File: config.mk
export PLATFORM = sky130hd
export DESIGN_NAME = inst_fetch_flat
export DESIGN_NICKNAME = d
export VERILOG_FILES = /design/src/rtl/inst_fetch_pkg.sv /design/src/rtl/inst_fetch_if.sv /design/src/rtl/inst_fetch_buf.sv /design/src/rtl/inst_fetch.sv /design/src/flat_wrapper.sv
export SDC_FILE = /design/constraint.sdc
export NUM_CORES = 1
export LEC_CHECK = 0
export BUFFER_PORTS_ARGS = -buffer_cell sky130_fd_sc_hd__buf_2
export CORE_ASPECT_RATIO = 1.2
export CORE_MARGIN = 5
export CORE_UTILIZATION = 45
export CTS_CLUSTER_DIAMETER = 60
export CTS_CLUSTER_SIZE = 16
export DETAILED_ROUTE_END_ITERATION = 7
export PLACE_DENSITY_LB_ADDON = 0.08
export SYNTH_ARGS = -nofsm -noshare
export SYNTH_HDL_FRONTEND = slang
export SYNTH_SLANG_ARGS = --single-unit
File: constraint.sdc
create_clock -name clk -period 3 [get_ports clk]
set_clock_uncertainty 0.05 [all_clocks]
set_input_delay 0.6 -clock clk [delete_from_list [all_inputs] [get_ports clk]]
set_output_delay 0.6 -clock clk [all_outputs]
set_load 0.02 [all_outputs]
File: src/rtl/inst_fetch_pkg.sv
// Shared widths, PC step and fetch-state encoding for the instruction fetch block.
package inst_fetch_pkg;

    localparam int ADDR_W  = 8;
    localparam int DATA_W  = 32;
    localparam int PC_STEP = 4;

    typedef enum logic [1:0] {
        RUN  = 2'd0,
        FULL = 2'd1,
        DONE = 2'd2
    } state_t;

endpackage

File: src/rtl/inst_fetch_if.sv
// Bundle of the ROM port, redirect request and decode-side valid/ready handshake.
interface inst_fetch_if;
    import inst_fetch_pkg::*;

    logic [ADDR_W-1:0] rom_addr;
    logic [DATA_W-1:0] rom_dout;
    logic              redirect_valid;
    logic [ADDR_W-1:0] redirect_pc;
    logic              instr_valid;
    logic              instr_ready;
    logic [DATA_W-1:0] instr_data;
    logic [ADDR_W-1:0] instr_pc;

    // master is the fetch unit; slave is the ROM/decode/branch side
    modport master (
        output rom_addr,
        input  rom_dout,
        input  redirect_valid,
        input  redirect_pc,
        output instr_valid,
        input  instr_ready,
        output instr_data,
        output instr_pc
    );

    modport slave (
        input  rom_addr,
        output rom_dout,
        output redirect_valid,
        output redirect_pc,
        input  instr_valid,
        output instr_ready,
        input  instr_data,
        input  instr_pc
    );

endinterface

File: src/rtl/inst_fetch_buf.sv
// Small FIFO of {pc, data} fetched words; flush empties it and drops a same-cycle push.
module inst_fetch_buf
    import inst_fetch_pkg::*;
#(
    parameter int DEPTH = 2
) (
    input  logic                     clk,
    input  logic                     rst,
    input  logic                     push,
    input  logic                     pop,
    input  logic                     flush,
    input  logic [ADDR_W-1:0]        push_pc,
    input  logic [DATA_W-1:0]        push_data,
    output logic [$clog2(DEPTH):0]   occupancy,
    output logic [ADDR_W-1:0]        head_pc,
    output logic [DATA_W-1:0]        head_data
);

    localparam int PTR_W = $clog2(DEPTH);
    localparam int CNT_W = PTR_W + 1;

    logic [ADDR_W-1:0] pc_mem   [DEPTH];
    logic [DATA_W-1:0] data_mem [DEPTH];
    logic [PTR_W-1:0]  rd_ptr;
    logic [PTR_W-1:0]  wr_ptr;

    // Storage is cleared on reset so the head reads as zero until the first word lands
    always_ff @(posedge clk or posedge rst) begin
        if (rst) begin
            rd_ptr    <= '0;
            wr_ptr    <= '0;
            occupancy <= '0;
            for (int i = 0; i < DEPTH; i++) begin
                pc_mem[i]   <= '0;
                data_mem[i] <= '0;
            end
        end else if (flush) begin
            rd_ptr    <= '0;
            wr_ptr    <= '0;
            occupancy <= '0;
        end else begin
            if (push) begin
                pc_mem[wr_ptr]   <= push_pc;
                data_mem[wr_ptr] <= push_data;
                wr_ptr           <= wr_ptr + 1'b1;
            end
            if (pop) begin
                rd_ptr <= rd_ptr + 1'b1;
            end
            occupancy <= occupancy + CNT_W'(push) - CNT_W'(pop);
        end
    end

    assign head_pc   = pc_mem[rd_ptr];
    assign head_data = data_mem[rd_ptr];

endmodule

File: src/rtl/inst_fetch.sv
// Instruction fetch initiator: streams word addresses to a 1-cycle ROM and hands words to decode.
// Define INST_FETCH_HALT_AT_END_EN to stop fetching (DONE) after address 8'hFC instead of wrapping.
module inst_fetch
    import inst_fetch_pkg::*;
#(
    parameter logic [ADDR_W-1:0] RESET_PC  = 8'h00,
    parameter int                BUF_DEPTH = 2
) (
    input  logic           clk,
    input  logic           rst,
    inst_fetch_if.master   bus
);

    localparam int CNT_W = $clog2(BUF_DEPTH) + 1;
`ifdef INST_FETCH_HALT_AT_END_EN
    localparam logic [ADDR_W-1:0] LAST_PC = {{(ADDR_W-2){1'b1}}, 2'b00};
`endif

    state_t            state;
    logic              in_flight;
    logic [ADDR_W-1:0] issued_pc;
    logic [CNT_W-1:0]  occupancy;
    logic [CNT_W:0]    fill;
    logic              pop;
    logic              push;
    logic              space;
    logic              issue;
    logic [ADDR_W-1:0] head_pc;
    logic [DATA_W-1:0] head_data;

    // Credit check counts the word still coming back from the ROM and frees the slot popped this cycle
    assign pop   = bus.instr_valid && bus.instr_ready;
    assign push  = in_flight && !bus.redirect_valid;
    assign fill  = {1'b0, occupancy} + (CNT_W+1)'(in_flight) - (CNT_W+1)'(pop);
    assign space = fill < (CNT_W+1)'(BUF_DEPTH);
    assign issue = (state == RUN) && space && !bus.redirect_valid;

    always_ff @(posedge clk or posedge rst) begin
        if (rst) begin
            state        <= RUN;
            bus.rom_addr <= RESET_PC;
            issued_pc    <= RESET_PC;
            in_flight    <= 1'b0;
        end else if (bus.redirect_valid) begin
            state        <= RUN;
            bus.rom_addr <= bus.redirect_pc & ~ADDR_W'(3);
            in_flight    <= 1'b0;
        end else begin
            in_flight <= issue;
            if (issue) begin
                bus.rom_addr <= bus.rom_addr + ADDR_W'(PC_STEP);
                issued_pc    <= bus.rom_addr;
            end
            case (state)
                RUN: begin
                    if (!space) begin
                        state <= FULL;
                    end
`ifdef INST_FETCH_HALT_AT_END_EN
                    else if (bus.rom_addr == LAST_PC) begin
                        state <= DONE;
                    end
`endif
                end
                FULL: begin
                    if (space) begin
                        state <= RUN;
                    end
                end
                default: state <= state;
            endcase
        end
    end

    inst_fetch_buf #(
        .DEPTH (BUF_DEPTH)
    ) u_buf (
        .clk       (clk),
        .rst       (rst),
        .push      (push),
        .pop       (pop),
        .flush     (bus.redirect_valid),
        .push_pc   (issued_pc),
        .push_data (bus.rom_dout),
        .occupancy (occupancy),
        .head_pc   (head_pc),
        .head_data (head_data)
    );

    assign bus.instr_valid = (occupancy != '0);
    assign bus.instr_pc    = head_pc;
    assign bus.instr_data  = head_data;

endmodule

File: src/flat_wrapper.sv
// flat-port wrapper written by rule: the top's interface ports become plain ports
module inst_fetch_flat import inst_fetch_pkg::*;
#(
    parameter logic [ADDR_W-1:0] RESET_PC  = 8'h00,
    parameter int                BUF_DEPTH = 2
)
  (clk, rst, bus_rom_addr, bus_rom_dout, bus_redirect_valid, bus_redirect_pc, bus_instr_valid, bus_instr_ready, bus_instr_data, bus_instr_pc);
  inst_fetch_if bus_i ();
  input  logic clk;
  input  logic rst;
  output wire logic [$bits(bus_i.rom_addr)-1:0] bus_rom_addr;
  input wire logic [$bits(bus_i.rom_dout)-1:0] bus_rom_dout;
  input wire logic [$bits(bus_i.redirect_valid)-1:0] bus_redirect_valid;
  input wire logic [$bits(bus_i.redirect_pc)-1:0] bus_redirect_pc;
  output wire logic [$bits(bus_i.instr_valid)-1:0] bus_instr_valid;
  input wire logic [$bits(bus_i.instr_ready)-1:0] bus_instr_ready;
  output wire logic [$bits(bus_i.instr_data)-1:0] bus_instr_data;
  output wire logic [$bits(bus_i.instr_pc)-1:0] bus_instr_pc;
  assign bus_rom_addr = bus_i.rom_addr;
  assign bus_i.rom_dout = bus_rom_dout;
  assign bus_i.redirect_valid = bus_redirect_valid;
  assign bus_i.redirect_pc = bus_redirect_pc;
  assign bus_instr_valid = bus_i.instr_valid;
  assign bus_i.instr_ready = bus_instr_ready;
  assign bus_instr_data = bus_i.instr_data;
  assign bus_instr_pc = bus_i.instr_pc;
  inst_fetch #(.RESET_PC(RESET_PC), .BUF_DEPTH(BUF_DEPTH)) u_core (.clk(clk), .rst(rst), .bus(bus_i));
endmodule
* After elaboration in Yosys (flattened, before gate mapping)
Cells that the tools add are included.
** Word-level totals
- Register bits after elaboration :: 103
- Output and inout port bits :: 49
** Cells by class
- Add/subtract/negate cells :: 7
- Magnitude comparators :: 4
- Equality and inequality tests :: 3
- Muxes and demuxes :: 24
- Bitwise gates (word level) :: 3
- Reductions and logical operators :: 15
** Operator list (number)
- $mux W32 :: 4
- $bwmux W64 :: 1
- $mux W8 :: 6
- $demux W32 S1 :: 1
- $bwmux W16 :: 1
- $add A8 B3 Y8 const B :: 1
- $demux W8 S1 :: 1
- $mux W2 :: 4
- $reduce_bool A2 Y1 :: 4
- $logic_and A1 B1 Y1 :: 5
- $mux W1 :: 5
- $ge A2 B2 Y1 const B :: 2
- $not A1 Y2 :: 2
- $pmux W2 S2 :: 1
- $reduce_and A2 Y1 :: 2
- $add A2 B1 Y3 :: 1
- $lt A3 B2 Y1 const B :: 1
- $ne A3 B2 Y1 const B :: 1
- $ne A3 B3 Y1 const B :: 1
- $reduce_and A3 Y1 :: 1
- $reduce_bool A3 Y1 :: 1
- $sub A3 B1 Y3 :: 1
- $add A1 B1 Y1 const B :: 2
- $add A2 B1 Y2 :: 1
- other kinds (6) :: 6

* Longest topological paths before layout
Gate-level depths: netlist of run 1.
- Word-level depth :: 8
- Mapped depth :: 8
- Gate-level depth less buffers :: 7

* Modules after synthesis
A second synthesis of run 1 with hierarchy kept.
** Unflattened totals
- Cell total of the unflattened synthesis :: 301
- Area, all modules :: 4418.0 um^2
** By module, submodules not included
- inst_fetch_buf :: times used 1, cells each 231, area each 3672.3 um^2
- inst_fetch :: times used 1, cells each 70, area each 745.7 um^2

* Least setup slack after synthesis of run 1
OpenSTA, ideal clock, no wires.
- Path kind :: input to register
- Start :: input port bus_instr_ready
- End :: register u_core.issued_pc[2]
- Library setup time :: 0.125 ns
- Arrival :: 2.544 ns
- Data required time :: 2.825 ns
- Path slack :: 0.281 ns
- Cell stages on the path :: 7
- Cells stage by stage :: o21a_1 > ha_1 > nand2b_1 > fa_1 > nand2b_1 > nor3_2 > mux2_2
** On the way
- Longest elaborated chain between the ends :: 6
** RTL lines
- from (decl) :: RTL line flat_wrapper.sv:16 : input wire logic [$bits(bus_i.instr_ready)-1:0] bus_instr_ready;
- $logic_and A1 B1 Y1 :: RTL line inst_fetch.sv:32 : assign pop = bus.instr_valid && bus.instr_ready;
- $sub A3 B1 Y3 :: RTL line inst_fetch.sv:34 : assign fill = {1'b0, occupancy} + (CNT_W+1)'(in_flight) - (CNT_W+1)'(pop);
- $lt A3 B2 Y1 :: RTL line inst_fetch.sv:35 : assign space = fill < (CNT_W+1)'(BUF_DEPTH);
- $logic_and A1 B1 Y1 (2 in a row) :: RTL line inst_fetch.sv:36 : assign issue = (state == RUN) && space && !bus.redirect_valid;
- $reduce_and A2 Y1 (no line)
- to (signal assigned) :: RTL line inst_fetch.sv:52 : issued_pc <= bus.rom_addr;
- to (decl) :: RTL line inst_fetch.sv:21 : logic [ADDR_W-1:0] issued_pc;
No other way between the ends.
A chain may end at the register's enable or synchronous reset.

* Worst setup path in the final report of run 1
- Start :: register u_core.u_buf.occupancy[0]
- End :: register u_core.issued_pc[2]
** On the way
- Longest elaborated chain between the ends :: 7
- Elaborated cells on any way between the ends :: 8
- Those cells by class :: add/sub: 2; order compare: 1; reduce/logical: 5
** RTL lines
- from (decl) :: RTL line inst_fetch_buf.sv:14 : output logic [$clog2(DEPTH):0] occupancy,
- from (signal assigned) :: RTL line inst_fetch_buf.sv:50 : occupancy <= occupancy + CNT_W'(push) - CNT_W'(pop);
- parallel branches: the longest is 2 deep, another holds $add A2 B1 Y3
- $sub A3 B1 Y3 * :: RTL line inst_fetch.sv:34
- $lt A3 B2 Y1 * :: RTL line inst_fetch.sv:35
- $logic_and A1 B1 Y1 * (2 in a row) :: RTL line inst_fetch.sv:36
- $reduce_and A2 Y1 (no line) *
Mark *: on every way between the ends.

==> results of run 1 <==
==> cells in the mapped netlist (all sizes together) (2+ instances only) <==
cell	instances	area share [%]
mux2	120	32
dfrtp	94	56
buf	16	2.5
nor2	10	0.89
a31oi	5	0.74
ha	4	1.2
inv	4	0.36
nand3	4	0.48
xnor2	4	0.83
clkbuf	3	0.27
nand2	3	0.27
nand2b	3	0.45
o31ai	3	0.53
or4	3	0.53
nand4	2	0.30
nor2b	2	0.30
o21ai	2	0.24
xor2	2	0.42
==> worst max-delay path: stages (launching register included) <==
cell and delay, ns:
dfrtp_1 0.42, o21a_1 0.20, ha_1 0.28, nand2b_1 0.16
fa_1 0.44, xor2_1 0.23, nor3_2 0.51, mux2_2 0.40
==> through the flow <==
step	setup slack, ns	power (mW)	cells	hold slack [ns]
5_1_grt	0.0465	6.06	509	0.359
3_3_place_gp	-0.00720	4.79	493	0.431
3_5_place_dp	-0.0247	4.86	493	0.437
2_1_floorplan	0.281	4.10	296	0.424
6_report	0.207	5.62	509	0.309
4_1_cts	0.180	5.72	509	0.326
==> kinds of logic (layout without fill, tap and decap cells) <==
| kind of cell | after synthesis | after routing | synth area share, % |
|---|---|---|---|
| multiplexers | 120 | 120 | 32.1 |
| flip-flops | 94 | 94 | 55.8 |
| AND/OR/NAND/NOR | 31 | 31 | 3.95 |
| buffers and inverters | 23 | 116 | 3.15 |
| AO/OA/AOI/OAI | 13 | 13 | 2.02 |
| XOR/XNOR | 6 | 6 | 1.25 |
| adder cells (fa/ha/maj) | 5 | 5 | 1.66 |
| other | 1 | 4 | 0.0890 |
==> state kept, by name (all words and copies together), names as in the netlist <==
| register | cells |
|---|---|
| u_core.in_flight | 1 |
| u_core.u_buf.data_mem | 64 |
| u_core.state | 1 |
| u_core.issued_pc | 6 |
| u_core.u_buf.pc_mem | 12 |
| u_core.u_buf.rd_ptr | 1 |
| u_core.u_buf.occupancy | 2 |
| u_core.bus.rom_addr | 6 |
| u_core.u_buf.wr_ptr | 1 |
==> report_power, final <==
| group | internal (mW) | total, mW | switching (mW) |
|---|---|---|---|
| Clock | 0.388 | 0.832 | 0.444 |
| Combinational | 1.31 | 2.57 | 1.26 |
| Sequential | 1.87 | 2.22 | 0.353 |
| Total | 3.57 | 5.62 | 2.05 |
==> layout make-up <==
class	count	area (um^2)	area share, %
clock buffer	9	124	2.47
clock inverter	7	73.8	1.47
inverter	4	18.8	0.374
multi-input combinational	179	1750	34.9
sequential	94	2350	46.9
tap	120	150	2.99
timing repair buffer	96	543	10.8
==> path summary, 6_finish.rpt <==
path                                             endpoint  cells after the start
worst max-delay path                  u_core.issued_pc[2]                      7
worst min-delay path             u_core.u_buf.data_mem[4]                      3
worst max register to register        u_core.issued_pc[2]                      7
worst min register to register  u_core.u_buf.data_mem[13]                      1
max in group asynchronous             u_core.u_buf.rd_ptr                      3
min in group clk                   u_core.bus.rom_addr[4]                      3
==> per-layer routing <==
metal	global-route usage [%]	vias to the layer above
li1	-	1221
met1	19.4	1303
met2	25.4	62
met3	3.67	10
met4	6.28	0
met5	0	-
==> summary.txt, run 1 <==
CTS tree: yes
worst hold-check path type: input port to async pin
die span in x: 98.3 um
Die H: 116 um
Final Setup Violations: 0
HPWL after DPL: 5.34 mm
Area Overhead vs Synth: 19.0%
Critical Path RT: 3.21 ns
status: complete, no violations
Routed WL: 7.99 mm
vias: 2,596
Final nets: 433
WL met1: 3.62 mm
RSZ-0062 raised after global routing: no
largest net degree at the start of global routing: 95
Startpoint Class: flip-flop
Max Slew Vio Count: 0
LEAKAGE: 2.30 nW
CP startpoint: u_core.u_buf.occupancy[0]
CTS max path bufs: 2
synthesized flop and latch total: 94
n_diodes: 0
core area: 9080 um^2
H-tree Lvls: 3
DR pass1 iterations: 4
met3 routed WL: 405 um
CTS Buf Count: 9
Seq/Total Area, Yosys: 55.8%
Setup Buffers After CTS: 0
Rel. slew slack: 62.7%
routability cong.: 0.784
Root Buffer: clkbuf_8
Primary FF master, synth: dfrtp_1
setup_tns: 0 ns
worst endpoint data arrival time: 3.00 ns
fmax: 0.358 GHz
Mean Syn Cell Area: 14.4 um^2
first-pass GRT wire length: 13.8 mm
Ports: 93
gr usage total: 15.3%
Max FO, Critical Path: 7
Worst R2R Start: u_core.u_buf.occupancy[0]
Cell Pwr Density: 1120 nW/um^2
VDD IR max: 591 uV
actual slew at the worst max-slew pin: 0.557 ns
number of synthesized flops with an enable pin: 0
Critical Path Sink Type: flip-flop
effective utilization at floorplan: 46.4%
Row Count: 38
CTS sink cnt: 94
Synth cell types: 29
flop-to-flop setup slack: 0.21 ns
commonest non-fill, non-tap cell in the layout: mux2_2
clock slew at reported path FFs: 0.10 ns
WL/cell: 15.7 um
vias in the first global route: 2,848
DRC errors left: 0
Finished Core Util: 55.2%
layout cells sized above 1: 61.4%
Die Area: 11,400 um^2
Cells after Synth: 293
YS warnings: 0
fillers: 800
Tmin final: 2.79 ns
Detail Route Antenna Nets: 0
GR Overflow Total: 0
initial antenna violation count: 0
Clk Latency, worst-skew pair: 0.36 ns
initial DRC count: 52
Top Metal Used: met4
fraction of registers with async set/reset: 100%
Avg Vias per Cell: 5.10
post-route cell area: 5020 um^2
metal2 WL: 3.84 mm
Port Buffers: 86
post_cts resized: 0
maxcap violations: 0
Tcrit/Tclk final: 93.1%
# hold bufs at CTS: 0
mapped cell area: 4210 um^2
Final Hold Vio Count: 0
commonest cells after routing, fill and taps aside: mux2_2 (120), dfrtp_1 (93), buf_2 (86), nor2_1 (9), clkbuf_8 (9)
Setup Crit Path Kind: flip-flop to flip-flop
Cell Area, Placed: 4820 um^2
No activity file was read; power rests on OpenSTA's default activity.
==> inputs of run 2 (changes only) <==
ABC_AREA = 1   (was unset)
==> run 2 against run 1 <==
Clock power grew 43%. Via count grew 35%. Non-clock buffer count shrank 3. Die area increased by 1.6%. Synthesized cell count up 81%. Critical path depth is 2 higher. First-iteration DRC count rose to 3.4 times the previous value. Count of clock-buffer cells in the layout is 5 higher. Final area rose by 1.2%. Worst hold slack gained 0.041 ns. Sequential power about the same. Critical path type unchanged. Largest power group is now sequential cells.
==> summary.txt, run 2 <==
CTS tree: yes
Max FO, Critical Path: 10 (+3)
Gate power share: 39.3% (-6.3 points)
CTS sink cnt: 94 (unchanged)
die span in x: 99.1 um (+0.77%)
Synth area leaders: dfrtp_1 (55%), nand2_1 (20%), o21ai_0 (6.7%)
vias: 3,493 (+35%)
Tmin final: 2.65 ns (-0.145 ns)
multi-input gate area in the final layout: 1530 um^2 (-13%)
Setup Crit Path Kind: flip-flop to flip-flop
Place WS: 0.193 ns (+0.218 ns)
Seq/Total Area, Yosys: 54.9% (-0.94 points)
sequential share of power: 39.6% (about the same)
worst endpoint data arrival time: 2.82 ns (-0.18 ns)
Cell Area, Placed: 4760 um^2 (-1.3%)
H-tree Lvls: 3 (unchanged)
Crit-path slowest cell: fa_1
Final nets: 652 (+51%)
GR Overflow Total: 0 (unchanged)
Synth area leader: dfrtp_1
Routed WL: 9.34 mm (+17%)
Critical Path Most Common Cell: nand2_1
vias in the first global route: 3,411 (+20%)
post-route cell area: 5080 um^2 (+1.2%)
Mean Syn Cell Area: 8.09 um^2 (-44%)
Tcrit/Tclk final: 88.3% (-4.8 points)
sequential cell area: 2350 um^2 (about the same)
setup_tns: 0 ns (unchanged)
core area: 9420 um^2 (+3.7%)
commonest non-fill, non-tap cell in the layout: nand2_1
n_diodes: 0 (unchanged)
# hold bufs at CTS: 0 (unchanged)
initial antenna violation count: 0 (unchanged)
Cells after Synth: 530 (+81%)
mapped cell area: 4290 um^2 (+1.7%)
RSZ-0062 raised after global routing: no
VDD IR max: 467 uV (-21%)
fillers: 916 (+14%)
Ports: 93 (unchanged)
effective utilization at floorplan: 45.5% (-0.89 points)
commonest cells after routing, fill and taps aside: nand2_1 (228), dfrtp_1 (94), buf_2 (86), o21ai_0 (57), inv_1 (53)
first-pass GRT wire length: 16.1 mm (+17%)
clock slew at reported path FFs: 0.06 ns (-0.04 ns)
max reg flops: 64 (unchanged)
fraction of registers with async set/reset: 100% (unchanged)
Buf/Inv on CP: 1 (+1)
fmax: 0.378 GHz (+5.5%)
largest register by flop count: u_core.u_buf.data_mem
hold slack: 0.350 ns (+0.0407 ns)
Worst R2R Start: u_core.u_buf.occupancy[1]
largest net degree at the start of global routing: 60 (-37%)
layout cells sized above 1: 18.9% (-43 points)
flop-to-flop setup slack: 0.35 ns (+0.15 ns)
Startpoint Class: flip-flop
Cell Pwr Density: 1110 nW/um^2 (-1.1%)
Detail Route Antenna Nets: 0 (unchanged)
HPWL after DPL: 5.99 mm (+12%)
setup ws final: 0.352 ns (+0.145 ns)
maxcap violations: 0 (unchanged)
Area Overhead vs Synth: 18.4%
cell with the most instances after synthesis: nand2_1
Port Buffers: 86 (unchanged)
CTS Buf Count: 9 (unchanged)
number of synthesized flops with an enable pin: 0 (unchanged)
CTS max path bufs: 2 (unchanged)
DR pass1 iterations: 5 (+1)
Root Buffer: clkbuf_16
Rel. slew slack: 50.5% (-12 points)
initial DRC count: 177 (+240%)
share of the synthesized area in the top cell type: 54.9% (-0.94 points)
Avg Vias per Cell: 4.78 (-6.3%)
Critical Path Sink Type: flip-flop
gr usage total: 17.2% (+1.9 points)
Clock Power Share: 21.1% (+6.3 points)
LEAKAGE: 2.84 nW (+23%)
Max Slew Vio Count: 0 (unchanged)
Clk Latency, worst-skew pair: 0.33 ns (-0.03 ns)
delay-heaviest family, CP: simple AND/OR/NAND/NOR gates
Largest stage delay, worst path: 0.54 ns (+0.03 ns)
Finished Core Util: 53.9% (-1.3 points)
routability cong.: 0.765 (-2.5%)
Commonest cells post-synth: nand2_1 (228), dfrtp_1 (94), o21ai_0 (57)
Cell Int Power: 3.39 mW (-5.0%)
Setup Buffers After CTS: 0 (unchanged)
Die Area: 11,600 um^2 (+1.6%)
status: complete, no violations
WL/cell: 12.8 um (-19%)
sw frac: 39.7% (+3.2 points)
actual slew at the worst max-slew pin: 0.742 ns (+0.185 ns)
Largest regs: u_core.u_buf.data_mem (64), u_core.u_buf.pc_mem (12)
post_cts resized: 0 (unchanged)
Critical Path RT: 3.17 ns (-0.04 ns)
crit path cell chain: o21a_1 > ha_1 > or2_2 > fa_1 > nand4_1 > nand2_1 > inv_1 > nand2_1 > nand2_1
Die H: 117 um (+0.78%)
synthesized flop and latch total: 94 (unchanged)
DRC errors left: 0 (unchanged)
YS warnings: 0 (unchanged)
Primary FF master, synth: dfrtp_1
Synth cell types: 25 (-14%)
worst hold-check path type: input port to async pin
r2r worst-path depth: 9 (+2)
Row Count: 39 (+2.6%)
NetSw: 2.24 mW (+8.9%)
Final Setup Violations: 0 (unchanged)
Final Hold Vio Count: 0 (unchanged)
R2R Path End: u_core.bus.rom_addr[3]
run 2: cell count changes in the layout (fill, tap and decap cells not counted), sizes merged, moves of 5 or more:
cell,before,now
nand3,4,10
nor2,10,4
clkbuf,9,14
inv,4,54
mux2,120,0
a31oi,5,0
nand2,3,228
o21ai,2,88
run 2: kinds of logic after synthesis:
family | share of synthesized area [%]
DFF | 54.9
xor gates and xnor gates | 0.613
buffers and inverters | 9.78
other | 0.0875
and+or+nand+nor | 22.3
AOI/OAI and AO/OA | 10.7
adders and majority gates | 1.63
run 2: worst max-delay path by stage:
stage	startpoint	end	cells after the start
global route	u_core.u_buf.occupancy[1]	u_core.issued_pc[5]	9
global placement	bus_instr_ready	u_core.bus.rom_addr[7]	10
detailed placement	bus_instr_ready	u_core.issued_pc[2]	8
finish	u_core.u_buf.occupancy[1]	u_core.bus.rom_addr[3]	9
CTS	u_core.u_buf.occupancy[1]	u_core.issued_pc[3]	7
floorplan	bus_instr_ready	u_core.bus.rom_addr[7]	9
run 2: cell type report:
class / instances / area share [%]
Sequential cell: 94 / 46.3
Multi-Input combinational cell: 350 / 30.2
Timing Repair Buffer: 93 / 10.0
Clock buffer: 14 / 5.59
Inverter: 55 / 4.14
Tap cell: 123 / 3.03
Clock inverter: 2 / 0.739
run 2: worst register-to-register path: cells and delay by family, from the launching register on:
| family | cells | cell delay, ns |
|---|---|---|
| simple gates | 5 | 0.85 |
| fa+ha+maj | 2 | 0.83 |
| flops | 1 | 0.44 |
| compound gates | 1 | 0.25 |
| buf+inv | 1 | 0.12 |
run 2: routing by layer:
layer | track usage (%) | vias to the layer above | wire length, um
met1 | 23.6 | 1642 | 4350
met5 | 0 | - | 0
met4 | 6.74 | 0 | 103
met3 | 2.90 | 7 | 468
met2 | 27.7 | 75 | 4420
li1 | - | 1769 | -
run 2: power groups by stage:
stage,combinational (mW),sequential [mW],clock (mW)
floorplan,1.62,2.19,0
global placement,2.20,2.22,0
detailed placement,2.24,2.24,0
CTS,2.26,2.22,1.22
global route,2.55,2.31,1.27
finish,2.21,2.23,1.19
run 2: per-stage QoR:
step,std cells,power (mW)
after floorplan,533,3.82
after global placement,715,4.41
after detailed placement,715,4.48
after CTS,731,5.70
after global routing,731,6.14
final,731,5.63
